==> src/rtl/startstop_input_conditioner.sv <==
// startstop_input_conditioner
//   Input stage for the two-mode timer. Synchronises and debounces the raw
//   active-low StartStop button and the ModeSel/TimeControl switches, and
//   produces single-cycle event pulses for the timer core.
//
// Ports
//   CLK_50MHz       in   sole clock, rising edge
//   rst             in   synchronous active-high reset
//   StartStop       in   raw button, async, 0 = pressed
//   ModeSel         in   raw mode switch, async
//   TimeControl[2:0] in  raw duration switches, async
//   Pressed         out  debounced button level, 1 = pressed
//   PressPulse      out  one-cycle pulse on debounced press
//   ReleasePulse    out  one-cycle pulse on debounced release
//   LongPulse       out  one-cycle pulse once per press held LONG_CYCLES
//   ModeSelOut      out  debounced ModeSel
//   TimeControlOut  out  debounced TimeControl
//   CfgChange       out  one-cycle pulse when the debounced config changes
//
// Build option
//   LONGPRESS_EN    when defined, the long-press detector is built;
//                   otherwise LongPulse is tied low.

module startstop_input_conditioner #(
  parameter int DEB_CYCLES  = 500000,
  parameter int LONG_CYCLES = 100000000
) (
  input  logic       CLK_50MHz,
  input  logic       rst,
  input  logic       StartStop,
  input  logic       ModeSel,
  input  logic [2:0] TimeControl,
  output logic       Pressed,
  output logic       PressPulse,
  output logic       ReleasePulse,
  output logic       LongPulse,
  output logic       ModeSelOut,
  output logic [2:0] TimeControlOut,
  output logic       CfgChange
);

  localparam int BW = $clog2(DEB_CYCLES);

  if (DEB_CYCLES < 2 || LONG_CYCLES < 2) begin : g_param_check
    $error("DEB_CYCLES and LONG_CYCLES must both be at least 2");
  end

  logic          btn_s1_q, btn_s1_d;
  logic          btn_s2_q, btn_s2_d;
  logic [3:0]    cfg_s1_q, cfg_s1_d;
  logic [3:0]    cfg_s2_q, cfg_s2_d;
  logic [3:0]    cfg_prev_q, cfg_prev_d;
  logic [BW-1:0] bcnt_q, bcnt_d;
  logic          pressed_q, pressed_d;
  logic          press_pulse_q, press_pulse_d;
  logic          release_pulse_q, release_pulse_d;
  logic [BW-1:0] ccnt_q, ccnt_d;
  logic [3:0]    cfg_out_q, cfg_out_d;
  logic          cfg_change_q, cfg_change_d;
  logic          cfg_init_q, cfg_init_d;
  logic          btn_lvl;
  logic          cfg_pending;

  always_comb begin
    btn_s1_d   = StartStop;
    btn_s2_d   = btn_s1_q;
    cfg_s1_d   = {ModeSel, TimeControl};
    cfg_s2_d   = cfg_s1_q;
    cfg_prev_d = cfg_s2_q;

    // Button debounce: count consecutive cycles disagreeing with Pressed.
    btn_lvl         = ~btn_s2_q;
    bcnt_d          = '0;
    pressed_d       = pressed_q;
    press_pulse_d   = 1'b0;
    release_pulse_d = 1'b0;
    if (btn_lvl != pressed_q) begin
      if (bcnt_q == BW'(DEB_CYCLES - 1)) begin
        pressed_d       = btn_lvl;
        press_pulse_d   = btn_lvl;
        release_pulse_d = ~btn_lvl;
      end else begin
        bcnt_d = bcnt_q + BW'(1);
      end
    end

    // Config debounce. Before the first load every stable vector counts.
    // A change of the sampled vector restarts the run with this cycle as
    // its first, so only a vector that holds still is ever accepted.
    ccnt_d       = '0;
    cfg_out_d    = cfg_out_q;
    cfg_change_d = 1'b0;
    cfg_init_d   = cfg_init_q;
    cfg_pending  = (cfg_s2_q != cfg_out_q) || !cfg_init_q;
    if (cfg_pending) begin
      if (cfg_s2_q != cfg_prev_q) begin
        ccnt_d = BW'(1);
      end else if (ccnt_q == BW'(DEB_CYCLES - 1)) begin
        cfg_out_d    = cfg_s2_q;
        cfg_change_d = cfg_init_q;
        cfg_init_d   = 1'b1;
      end else begin
        ccnt_d = ccnt_q + BW'(1);
      end
    end
  end

  always_ff @(posedge CLK_50MHz) begin
    if (rst) begin
      btn_s1_q        <= 1'b1;
      btn_s2_q        <= 1'b1;
      cfg_s1_q        <= '0;
      cfg_s2_q        <= '0;
      cfg_prev_q      <= '0;
      bcnt_q          <= '0;
      pressed_q       <= 1'b0;
      press_pulse_q   <= 1'b0;
      release_pulse_q <= 1'b0;
      ccnt_q          <= '0;
      cfg_out_q       <= '0;
      cfg_change_q    <= 1'b0;
      cfg_init_q      <= 1'b0;
    end else begin
      btn_s1_q        <= btn_s1_d;
      btn_s2_q        <= btn_s2_d;
      cfg_s1_q        <= cfg_s1_d;
      cfg_s2_q        <= cfg_s2_d;
      cfg_prev_q      <= cfg_prev_d;
      bcnt_q          <= bcnt_d;
      pressed_q       <= pressed_d;
      press_pulse_q   <= press_pulse_d;
      release_pulse_q <= release_pulse_d;
      ccnt_q          <= ccnt_d;
      cfg_out_q       <= cfg_out_d;
      cfg_change_q    <= cfg_change_d;
      cfg_init_q      <= cfg_init_d;
    end
  end

  assign Pressed        = pressed_q;
  assign PressPulse     = press_pulse_q;
  assign ReleasePulse   = release_pulse_q;
  assign ModeSelOut     = cfg_out_q[3];
  assign TimeControlOut = cfg_out_q[2:0];
  assign CfgChange      = cfg_change_q;

`ifdef LONGPRESS_EN
  localparam int LW = $clog2(LONG_CYCLES);

  logic [LW-1:0] lcnt_q, lcnt_d;
  logic          done_q, done_d;
  logic          long_pulse_q, long_pulse_d;

  // lcnt restarts on the press edge and then counts held cycles; done
  // keeps LongPulse to a single firing per press.
  always_comb begin
    lcnt_d       = lcnt_q;
    done_d       = done_q;
    long_pulse_d = 1'b0;
    if (press_pulse_d) begin
      lcnt_d = '0;
    end else if (pressed_q && !done_q) begin
      if (lcnt_q == LW'(LONG_CYCLES - 1)) begin
        long_pulse_d = 1'b1;
        done_d       = 1'b1;
      end else begin
        lcnt_d = lcnt_q + LW'(1);
      end
    end
    if (release_pulse_d) begin
      done_d = 1'b0;
    end
  end

  always_ff @(posedge CLK_50MHz) begin
    if (rst) begin
      lcnt_q       <= '0;
      done_q       <= 1'b0;
      long_pulse_q <= 1'b0;
    end else begin
      lcnt_q       <= lcnt_d;
      done_q       <= done_d;
      long_pulse_q <= long_pulse_d;
    end
  end

  assign LongPulse = long_pulse_q;
`else
  assign LongPulse = 1'b0;
`endif

endmodule

==> config.mk <==
export PLATFORM = sky130hd
export DESIGN_NAME = startstop_input_conditioner
export DESIGN_NICKNAME = d
export VERILOG_FILES = /design/src/rtl/startstop_input_conditioner.sv
export SDC_FILE = /design/constraint.sdc
export NUM_CORES = 1
export LEC_CHECK = 0
export ABC_CLOCK_PERIOD_IN_PS = 1900
export CAP_MARGIN = 20
export CORE_MARGIN = 1.5
export CORE_UTILIZATION = 45
export CTS_CLUSTER_SIZE = 40
export DETAILED_ROUTE_END_ITERATION = 8
export GPL_ROUTABILITY_DRIVEN = 1
export PLACE_DENSITY = 0.72
export SLEW_MARGIN = 25
export SYNTH_ARGS = -nofsm -noshare
export SYNTH_HDL_FRONTEND = slang
export SYNTH_SLANG_ARGS = --single-unit
==> constraint.sdc <==
create_clock -name CLK_50MHz -period 1.9 [get_ports CLK_50MHz]
set_input_delay 0.38 -clock CLK_50MHz [delete_from_list [all_inputs] [get_ports CLK_50MHz]]
set_output_delay 0.38 -clock CLK_50MHz [all_outputs]
set_load 0.01 [all_outputs]
Yosys cells after proc, flatten, opt, wreduce, memory -nomap -nowiden
Index checks and enable logic that the tools add are counted.
Storage, ports and cells
  register bits after elaboration: 61
  bits of input ports: 7
  output and inout bits: 9
Operators by class
  $add $sub $neg: 2
  equal/unequal tests: 5
  multiplexer cells: 2
  bitwise gates (word level): 6
  reduce and logical (&&, ||, !) cells: 9
Operator list (number)
  adder 19 x 1 -> 19 bit, second input constant: 2
  equality test 19 bit, second input constant: 2
  != test 4 bit: 2
  OR reduction 4 bit: 2
  NOT 1 bit: 6
  OR reduction 3 bit: 2
  AND reduction 3 bit: 1
  two-way mux 1 bit: 2
  AND reduction 2 bit: 1
  OR reduction 2 bit: 1
  zero test 1 bit: 1
  logical OR 1 bit: 1
  != test 1 bit: 1

Depth between registers and ports, before layout
  word-level depth: 4
  gate-level depth with buffers: 8
  depth with buffers taken out: 6

Worst setup path before layout
OpenSTA, ideal clock, no wires.
  kind: flip-flop to flip-flop
  from: reg ccnt_q[0]
  to: reg cfg_out_q[0]
  arrival time: 1.726 ns
  slack: 0.053 ns
  cell stages (with the launch flop): 7
  buffers on the path: 0
  cells stage by stage: dfxtp_1 -> ha_1 -> and4_1 -> nand4_1 -> nor3_1 -> and2b_1 -> mux2_2
On the way
  cells in the longest elaborated chain, start to end: 2
RTL lines
  start: declaration: RTL line 57  | logic [BW-1:0] ccnt_q, ccnt_d;
  start signal: assignment: RTL line 133  | ccnt_q <= ccnt_d;
  equality test 19 bit: RTL line 98  | end else if (ccnt_q == BW'(DEB_CYCLES - 1)) begin
  AND reduction 3 bit (no line)
  end signal: assignment: RTL line 134  | cfg_out_q <= cfg_out_d;
  end: declaration: RTL line 58  | logic [3:0] cfg_out_q, cfg_out_d;
No other way between the ends.
A chain may end at the register's enable or synchronous reset.

Final worst setup path
Same ends and word-level chain as after synthesis.

==> flow_summary.yaml <==
run_status:
  outcome: "finished, final reports clean"
layout:
  postLayoutCellArea_um2: 2922
  insertedDiodeCount: 0
  design.final.nets: 301
  area.growth.synth_to_final_pct: 18.71
  layout.core_utilization_pct: 56.13
  drive_above_1_share_pct: 11.82
logic_synthesis:
  synthTopCellsByArea: "sky130_fd_sc_hd__dfxtp_1, sky130_fd_sc_hd__nor2_1, sky130_fd_sc_hd__xor2_1, sky130_fd_sc_hd__xnor2_1, sky130_fd_sc_hd__nand3_1"
  synthesis.area_per_instance_um2: 9.287
  syn_nets: 274
  warning_count_from_the_yosys_run: 0
  yosysSeqAreaShare_pct: 49.62
  cell_taking_the_most_area_after_synthesis: "sky130_fd_sc_hd__dfxtp_1"
  synthDominantCellAreaShare_pct: 49.62
  post_synthesis_instance_area_um2: 2461
  synthCells: 265
  synth.lib_cells_used.distinct: 35
  ys_seq_elements: 61
clock_tree:
  clock-root-buffer: "sky130_fd_sc_hd__clkbuf_8"
  cts_buffer_depth: 2
  cts_made_buffers: 9
  cts.hold.buffers_added: 0
  tritoncts_num_sinks: 61
  insertion_delay_ps: 330
  tritoncts: "yes"
  postCtsSetupRepairBufs: 0
  clkSlewWorstSetupHoldPaths_ps: 70
  ctsHtreeMaxLevel: 3
timing:
  finalCriticalPeriod_ps: 1789
  setup_total_negative_slack_ps: 0
  final-max-slew-violation-count: 0
  min_period_over_period_pct: 94.16
  setup_viol: 0
  setup_repair_after_global_routing_missed_its_margin: "false"
  finalHoldViolations: 0
  clock.fmax_mhz: 559.0
  finalClockSkew_ps: 5.128
routing:
  num_vias: 1748
  antenna_violating_nets_post_route: 0
  drcViolationCount: 0
  routedWlPerCell_um: 11.01
  finalWirelength_um: 4028
  drt_first_iter_violations: 39
  drt_first_pass_iters: 4
  route.detailed.vias_per_inst: 4.776
worst_setup_path:
  cpMaxStageDelayCell: "sky130_fd_sc_hd__dfxtp_1"
  worstPathArrival_ps: 2010
  critical_path.top_delay_family: "simple AND/OR/NAND/NOR gates"
  worst_r2r_path_depth: 6
  reg2reg_setup_slack_ps: 110
  cell_by_cell_listing_of_the_critical_path: "ha_1 -> and4_1 -> nand4_1 -> nor3_1 -> and2b_2 -> mux2_2"
  worstPathMaxFanout: 3
  path_buf_inv: 0
  startpoint_type: "flip-flop"
  worst_setup_path_end_kind: "flip-flop"
  critical-path-max-stage-delay_ps: 350
  crit-reg2reg-capture: "cfg_out_q[0]"
  critical_path_class: "flip-flop to flip-flop"
  required_time_at_the_endpoint_of_the_critical_path_ps: 2120
  startpoint: "ccnt_q[0]"
  rr_startpoint: "ccnt_q[0]"
global_route:
  first_global_vias: 1627
  grt_max_degree: 20
  grt_first_pass_wirelength_um: 7120
  grt_usage_pct: 15.56
  grt-ovfl-total: 0
  grt_antenna_before_repair: 0
pwr:
  intPower_uw: 2003
  power.density_cell_area_nw_per_um2: 866.3
  power_switching_share_pct: 20.87
  total_switching_power_uw: 528.1
  p_clk_share_pct: 45.1
  leakage_uw: 0.001030
  total_power_uw: 2531
  vdd_ir_drop_max_mv: 0.5897
  power.share.sequential_pct: 51.6
  combPwrFrac_pct: 3.3
floorplan:
  start_util_pct: 47.28
  die-height_um: 76.96
  design.die.area_um2: 5922
  chipWidth_um: 76.96
  top_level_pins: 16
  core_region_area_um2: 5205
  num_rows: 26
worst_hold_path:
  timing.hold.worst_path_depth: 1
  whs_endpoint: "btn_s2_q"
  timing.hold.worst.class: "flip-flop to flip-flop"
  holdCritStartpoint: "btn_s1_q"
placed_design:
  dpl.hpwl_um: 2850
  place_congestion: 0.8671
  detailed_place.area_um2: 2710
  io_buffer_count: 14
run:
  maxCapViolations: 0
==> flip-flops by register name (all words and copies together) (netlist names) <==
signal / count
CfgChange: 1
PressPulse: 1
Pressed: 1
ReleasePulse: 1
bcnt_q: 19
btn_s1_q: 1
btn_s2_q: 1
ccnt_q: 19
cfg_init_q: 1
cfg_out_q: 4
cfg_prev_d: 4
cfg_prev_q: 4
cfg_s1_q: 4
==> how the worst max path moves through the flow <==
stage / to / slack, ps / cells after the start
after detailed placement: cfg_out_q[3] / 100 / 6
after floorplan: cfg_out_q[0] / 50 / 6
after CTS: cfg_out_q[3] / 90 / 5
final: cfg_out_q[0] / 110 / 6
after global placement: cfg_out_q[3] / 150 / 6
after global routing: cfg_out_q[3] / 0.02 / 6
==> synthesized netlist by cell type <==
master                     instances
sky130_fd_sc_hd__or4_1             1
sky130_fd_sc_hd__and2_1            1
sky130_fd_sc_hd__nand4_1           6
sky130_fd_sc_hd__o21ai_0           1
sky130_fd_sc_hd__nor2b_1          11
sky130_fd_sc_hd__xor2_1           22
sky130_fd_sc_hd__conb_1            1
sky130_fd_sc_hd__a222oi_1          1
sky130_fd_sc_hd__buf_4             2
sky130_fd_sc_hd__mux2i_1           1
sky130_fd_sc_hd__or2_2             3
sky130_fd_sc_hd__and3_2            1
sky130_fd_sc_hd__nand3_1          16
sky130_fd_sc_hd__ha_1              2
sky130_fd_sc_hd__nor4b_1           6
sky130_fd_sc_hd__inv_1            10
sky130_fd_sc_hd__and3_1            8
sky130_fd_sc_hd__mux2_2            3
sky130_fd_sc_hd__o21a_1            1
sky130_fd_sc_hd__nand2_1          11
sky130_fd_sc_hd__buf_6             1
sky130_fd_sc_hd__nor3_1            5
sky130_fd_sc_hd__clkbuf_1          2
sky130_fd_sc_hd__nor4_2            1
sky130_fd_sc_hd__or3_1             3
sky130_fd_sc_hd__o22ai_1           1
sky130_fd_sc_hd__xnor2_1          18
sky130_fd_sc_hd__nor2_1           57
sky130_fd_sc_hd__buf_2             1
sky130_fd_sc_hd__a211oi_1          1
sky130_fd_sc_hd__and4_1            3
sky130_fd_sc_hd__dfxtp_1          61
sky130_fd_sc_hd__and2b_1           1
sky130_fd_sc_hd__buf_12            1
sky130_fd_sc_hd__or4b_1            1
==> worst register-to-register path: cells and delay by family, from the launching register on <==
kind          cells  cell delay (ps)
simple gates      4              790
fa+ha+maj         1              210
mux               1              330
flops             1              350
==> repair_timing <==
item	CTS	global route
gates resized for setup	0	3
setup endpoints to repair	0	23
endpoints found under the hold margin	0	0
==> area by class of cell <==
class / instances / area, um^2
clock inverters: 4 / 47.55
well taps: 70 / 87.58
repair buffers: 23 / 220.2
inverters: 10 / 37.54
multi-input cells: 187 / 1156
clock buffers: 11 / 151.4
fillers: 479 / 2283
flip-flops and latches: 61 / 1221
==> power by group through the flow <==
stage	Sequential [uW]	Combinational [uW]	Clock, uW
3_3_place_gp	1330	83.0	0
5_1_grt	1310	95.6	1230
4_1_cts	1310	85.7	1170
2_1_floorplan	1330	55.8	0
6_report	1310	84.5	1140
3_5_place_dp	1330	84.8	0
==> cell usage in the layout, fill, tap and decap left out, drive strengths merged, types with 2 or more instances in the layout <==
cell type       n
or2             3
ha              2
and4            3
clkinv          2
nor3            5
buf             9
and3            9
nor2b          11
dfxtp          61
or3             3
nand4           6
nand2          11
nor2           57
nand3          16
xor2           22
mux2            3
inv            10
nor4b           6
clkdlybuf4s50  14
xnor2          18
clkbuf         11
==> cell families (layout without fill, tap and decap cells) <==
kind of cell | after synthesis | in the layout | share of synthesized area [%]
and+or+nand+nor | 135 | 135 | 27.81
DFF | 61 | 61 | 49.62
xor gates and xnor gates | 40 | 40 | 14.23
buffers and inverters | 17 | 48 | 3.914
AOI/OAI and AO/OA | 5 | 5 | 1.475
muxes | 4 | 4 | 1.779
adders and majority gates | 2 | 2 | 1.017
other | 1 | 1 | 0.1524
==> per-stage QoR <==
stage          setup WS [ps]  std cells  hold WS, ps
5_1_grt              0.02376        366        413.5
2_1_floorplan          52.81        265        389.5
4_1_cts                87.42        366        410.4
3_3_place_gp           153.4        351        391.2
6_report               111.0        366        405.7
3_5_place_dp           97.78        351        399.3
==> layer usage <==
| layer | vias to the layer above | global-route usage [%] | part of all wire, % |
|---|---|---|---|
| met3 | 4 | 7.143 | 4.0 |
| li1 | 926 | - | - |
| met2 | 17 | 25.49 | 48 |
| met1 | 801 | 17.47 | 47 |
| met5 | - | 0 | 0 |
| met4 | 0 | 6.296 | 0.94 |
(Power assumes the default switching activity.)
